[config.mk]
export PLATFORM = sky130hd
export DESIGN_NAME = clock_div_prog
export DESIGN_NICKNAME = d
export VERILOG_FILES = /design/src/rtl/clock_div_prog.sv
export SDC_FILE = /design/constraint.sdc
export NUM_CORES = 1
export LEC_CHECK = 0
export ABC_AREA = 1
export CAP_MARGIN = 40
export CORE_MARGIN = 1.5
export CORE_UTILIZATION = 54
export DETAILED_ROUTE_END_ITERATION = 7
export GPL_TIMING_DRIVEN = 0
export PLACE_DENSITY = 0.83
export SLEW_MARGIN = 25
export SYNTH_ARGS = -nofsm -noshare
export SYNTH_HDL_FRONTEND = slang
export SYNTH_SLANG_ARGS = --single-unit
export TNS_END_PERCENT = 100
[constraint.sdc]
create_clock -name clock -period 2.2 [get_ports clock]
set_input_delay 0.33 -clock clock [delete_from_list [all_inputs] [get_ports clock]]
set_output_delay 0.33 -clock clock [all_outputs]
set_load 0.05 [all_outputs]
[src/rtl/clock_div_prog.sv]
// Runtime-programmable 50%-duty clock divider for even and odd divisors.
// Divisor changes and start/stop take effect only on period boundaries, so clock_out never glitches.
module clock_div_prog #(
    parameter int WIDTH       = 16,
    parameter int DEFAULT_DIV = 500
) (
    input  logic             clock,
    input  logic             reset,
    input  logic             enable,
    input  logic [WIDTH-1:0] div_value,
    input  logic             div_load,
    output logic             div_ack,
    output logic             cfg_err,
    output logic             clock_out,
    output logic             period_tick,
    output logic             active
);
    // state | meaning
    // IDLE  | stopped, clock_out low, pending divisor held until next start
    // RUN   | counting periods of cur_div cycles, cnt = 0 .. cur_div-1
    typedef enum logic {IDLE = 1'b0, RUN = 1'b1} state_t;

    state_t           state;
    logic [WIDTH-1:0] cnt;
    logic [WIDTH-1:0] cur_div;
    logic [WIDTH-1:0] pend_div;
    logic             pend_valid;
    logic             pos_q;
    logic             neg_q;

    logic             ld_ok;
    logic             ld_bad;
    logic             at_boundary;
    logic             apply_now;
    logic [WIDTH-1:0] next_div;
    logic [WIDTH-1:0] cnt_inc;
    logic [WIDTH-1:0] cur_hi;

    assign ld_ok       = div_load && (div_value >= WIDTH'(2));
    assign ld_bad      = div_load && (div_value <  WIDTH'(2));
    assign at_boundary = (state == RUN) && (cnt == cur_div - WIDTH'(1));
    // A load landing on the apply edge wins over the older pending value.
    assign apply_now   = enable && ((state == IDLE) || at_boundary) && (ld_ok || pend_valid);
    assign next_div    = ld_ok ? div_value : pend_div;
    assign cnt_inc     = cnt + WIDTH'(1);
    assign cur_hi      = (cur_div >> 1) + {{(WIDTH-1){1'b0}}, cur_div[0]};

    always_ff @(posedge clock or negedge reset) begin
        if (!reset) begin
            state      <= IDLE;
            cnt        <= '0;
            cur_div    <= WIDTH'(DEFAULT_DIV);
            pend_div   <= '0;
            pend_valid <= 1'b0;
            pos_q      <= 1'b0;
            div_ack    <= 1'b0;
            cfg_err    <= 1'b0;
        end else begin
            div_ack <= 1'b0;
            if (ld_bad) begin
                cfg_err <= 1'b1;
            end else if (ld_ok) begin
                cfg_err <= 1'b0;
            end

            if (apply_now) begin
                cur_div    <= next_div;
                pend_valid <= 1'b0;
                div_ack    <= 1'b1;
            end else if (ld_ok) begin
                pend_div   <= div_value;
                pend_valid <= 1'b1;
            end

            if (state == IDLE) begin
                cnt <= '0;
                if (enable) begin
                    state <= RUN;
                    pos_q <= 1'b1;
                end else begin
                    pos_q <= 1'b0;
                end
            end else if (at_boundary) begin
                cnt <= '0;
                if (enable) begin
                    pos_q <= 1'b1;
                end else begin
                    state <= IDLE;
                    pos_q <= 1'b0;
                end
            end else begin
                cnt   <= cnt_inc;
                pos_q <= (cnt_inc < cur_hi);
            end
        end
    end

    // Half-cycle delayed copy; ANDed with pos_q it trims odd periods to 50% duty.
    always_ff @(negedge clock or negedge reset) begin
        if (!reset) begin
            neg_q <= 1'b0;
        end else begin
            neg_q <= pos_q;
        end
    end

    assign clock_out   = cur_div[0] ? (pos_q & neg_q) : pos_q;
    assign active      = (state == RUN);
    assign period_tick = (state == RUN) && (cnt == '0);

endmodule

======== Word-level counts from Yosys, hierarchy flattened ========
Cells that the tools add are included.
cells by class
  add/subtract/negate cells ............... 3
  order comparisons ....................... 3
  equal/unequal tests ..................... 1
  multiplexer cells ....................... 14
  bitwise gates (word level) .............. 2
  reductions and logical operators ........ 11
operator list
  operator                                                             number
  2-to-1 mux 16 bit                                                    3
  adder 15 x 1 -> 16 bit                                               1
  adder 16 x 1 -> 16 bit (second input constant)                       1
  == test 16 bit                                                       1
  greater-or-equal comparator 16 x 2 -> 1 bit (second input constant)  1
  logical NOT 16 bit                                                   1
  < comparator 16 bit                                                  1
  < comparator 16 x 2 -> 1 bit (second input constant)                 1
  subtractor 16 x 1 -> 16 bit (second input constant)                  1
  2-to-1 mux 1 bit                                                     11
  logical AND 1 bit                                                    6
  nonzero test 2 bit                                                   2
  logical OR 1 bit                                                     2
  AND 1 bit                                                            1
  inverter 1 bit                                                       1
storage, ports and cells
  register bits after elaboration ......... 54
  bits of input ports ..................... 20
  output and inout port bits .............. 5
  logic and storage cells ................. 43

======== Logic depth before layout (Yosys ltp) ========
Gate-level depths: netlist (run 1).
  depth in word-level cells ............... 7
  depth in mapped cells ................... 18
  depth with buffers taken out ............ 18

==> summary.md, run 1 <==
| Metric | Value |
|---|---|
| GR Util All Layers | 28.5% |
| Commonest non-fill, non-tap cell in the layout | nand2_1 |
| Area delta synth->final | 24.5% |
| Clock transition at path regs | 0.11 ns |
| CP required | 2.45 ns |
| Register area share after synthesis | 34.5% |
| FMAX | 0.385 GHz |
| Detailed-route DRC error count | 0 |
| Worst setup margin | -0.401 ns |
| Nets | 649 |
| CP peak stage delay | 0.63 ns |
| Htree depth | 2 |
| Post-synth EDFFs | 0 |
| Worst setup EP type | flip-flop |
| Clock power frac | 36.8% |
| Initial DRT Pass Iterations | 5 |
| Clk sinks | 54 |
| Failing checks | negative setup slack |
| Sequential power share | 54.6% |
| Worst Setup Slack post-DPL | -0.513 ns |
| Synth warn | 0 |
| VDD IR-drop max | 386 uV |
| Switching power | 471 uW |
| Chip width | 88.4 microns |
| Ys flop type | dfrtp_1 |
| Iter 0 DRT Violations | 212 |
| Unrepaired setup endpoints after global routing | true |
| Initial antenna violation count | 0 |
| Fin Hold WS | 0.0451 ns |
| FF-to-FF path depth | 14 |
| Int Power | 1.42 mW |
| Largest net degree at the start of global routing | 55 |
| Overflow after GRT | 0 |
| Layout cell share with drive strength beyond 1 | 23.3% |
| Row cnt | 30 |
| Worst slew margin | 53.9% |
| Die area | 7820 sq um |
| Max Cap Violations | 0 |
| Startpoint types | flip-flop |
| Final Power | 1.89 mW |
| Syn nets | 597 |
| Core area | 6910 sq um |
| # diodes | 0 |
| Initial core utilization | 57.0% |
| Die Height | 88.4 microns |
| DR WL/cell | 15.2 microns |
| Slew of the pin with the lowest slew margin | 0.692 ns |
| Crit path max fanout | 4 |
| Skew-Pair Late Insertion Delay | 0.31 ns |
| Synth Register Bits | 54 |
| Hold WC Path Type | in2async |
| Post-Syn Instances | 557 |
| # port buffers | 23 |
| CP max-delay cell | dfstp_2 |
| CTS Buf Count | 5 |
| Pins Over Slew Limit | 0 |
| Avg Cell Area, Syn | 7.07 sq um |
| Setup violators final | 53 |
| Cell Area, Synth | 3940 sq um |
| Drt total wl | 10.8 mm |
| Vias | 3920 |
| Layout Skew | 0.00611 ns |
| WS Path Type | reg2reg |
| Final Util | 71.0% |
| Hold buffers post-CTS | 0 |
| Vias in the first global route | 3868 |
| CTS root buffer | clkbuf_8 |
| Pleak | 2.53 nW |
| Dpl hpwl | 7.05 mm |
| Net Sw Frac | 24.9% |
| Tmin final | 2.60 ns |
| Final worst-path cycle share | 118% |
| First-pass GRT wire length | 17.3 mm |
| DRT antenna net count | 0 |
| Pwr/cell area | 386 nW/um^2 |
| CTS tree | built |
| Status | finished, violations left |
| Via density | 5.55 |
| Hold Violations, Final | 0 |
| CP Cell Sequence | ha_4, nand3_4, nor2_4, nand3_4, nor3b_4, xor2_1, ha_1, inv_2, nor3_2, a211oi_2, nand2_2, nand2_1, nand2_1, nand2_2 |
| Netlist cell types | 37 |
| I/O pin cnt | 25 |
| Commonest non-fill, non-tap cells in the layout | nand2_1, inv_1, dfrtp_1 |
| Combinational Power Share | 8.6% |
| Routability congestion estimate from global placement | 0.887 |
| WP data arrival | 2.86 ns |
| Max Root-Sink Buffers | 2 |
| Async set-reset flop share out of synthesis | 100% |
synthesized netlist by cell type (6+ instances only):
master,n,area share (%)
a21oi_1,6,0.76
dfrtp_1,47,30
nor3_1,8,1.0
ha_1,20,6.4
nand3_1,24,3.0
buf_2,8,1.0
inv_1,56,5.3
xor2_1,29,6.4
xnor2_1,6,1.3
nand4_1,39,6.2
dfstp_2,6,4.0
nor2_1,52,5.0
o21ai_0,7,0.89
clkbuf_1,12,1.1
nand2_1,191,18
nor4_1,6,0.95
final timing paths:
check	startpoint	endpoint	slack (ns)
max	cur_div[2]	pos_q	-0.40
min	reset	cnt[7]	0.05
max reg2reg	cur_div[2]	pos_q	-0.40
min reg2reg	cur_div[4]	cur_div[4]	0.53
max in group asynchronous	reset	neg_q	0.68
min in group clock	enable	pend_valid	0.37
critical path, delay by kind of cell (launching register included):
family | cells | cell delay [ns]
XOR/XNOR | 1 | 0.22
AO/OA/AOI/OAI | 1 | 0.21
buffers and inverters | 1 | 0.07
adder cells (fa/ha/maj) | 2 | 0.46
flip-flops | 1 | 0.63
AND/OR/NAND/NOR | 9 | 0.95
flip-flops by register name, indices dropped and copies added (netlist names):
register	flops
active	1
cnt	16
cfg_err	1
neg_q	1
div_ack	1
pend_valid	1
pend_div	16
pos_q	1
cur_div	16
area by class of cell:
class                      instances  area [sq um]
inverter                          61           233
timing repair buffer              49           448
tap                               96           120
fill                             546          2000
sequential                        54          1360
multi-input combinational        414          2480
clock inverter                     2          37.5
buffer                            24           148
clock buffer                       6          72.6
power by group through the flow:
| stage | Sequential (mW) | Clock (mW) | Combinational (mW) |
|---|---|---|---|
| 4_1_cts | 1.03 | 0.701 | 0.156 |
| 5_1_grt | 1.04 | 0.741 | 0.182 |
| 3_3_place_gp | 1.05 | 0 | 0.145 |
| 2_1_floorplan | 1.05 | 0 | 0.0670 |
| 3_5_place_dp | 1.05 | 0 | 0.148 |
| 6_report | 1.03 | 0.697 | 0.162 |
what timing repair did:
item                       4_1_cts  5_1_grt
buffers inserted                17        5
resized for setup               54       45
gates cloned                     4        0
pin swaps                       16       16
setup endpoints to repair       53       53
per-layer routing:
layer / track usage, % / wire, microns / share of wire, %
met5: 0 / 0 / 0
met4: 11.9 / 455 / 4.2
met3: 4.29 / 518 / 4.8
met2: 51.8 / 5410 / 50
met1: 33.5 / 4370 / 41
logic make-up after synthesis:
group / Yosys count / synth area share, %
AO/OA/AOI/OAI: 18 / 2.57
XOR/XNOR: 36 / 8.35
adder cells (fa/ha/maj): 20 / 6.35
buffers and inverters: 89 / 9.78
flip-flops: 54 / 34.5
AND/OR/NAND/NOR: 340 / 38.4
metrics by stage:
stage               cell area, sq um  TNS (ns)  instances
global route                    4900    -16.24        706
CTS                             4720     -6.33        703
global placement                4330    -48.17        676
floorplan                       3980   -0.0925        557
finish                          4900    -10.36        706
detailed placement              4330     -8.62        676
No activity file was read; power rests on OpenSTA's default activity.
==> inputs of run 2 (changes only) <==
Settings changed: ABC_CLOCK_PERIOD_IN_PS set to 2200.
==> results of run 2 <==
Same layout as run 1: the final DEF is identical, and so are final timing and power.
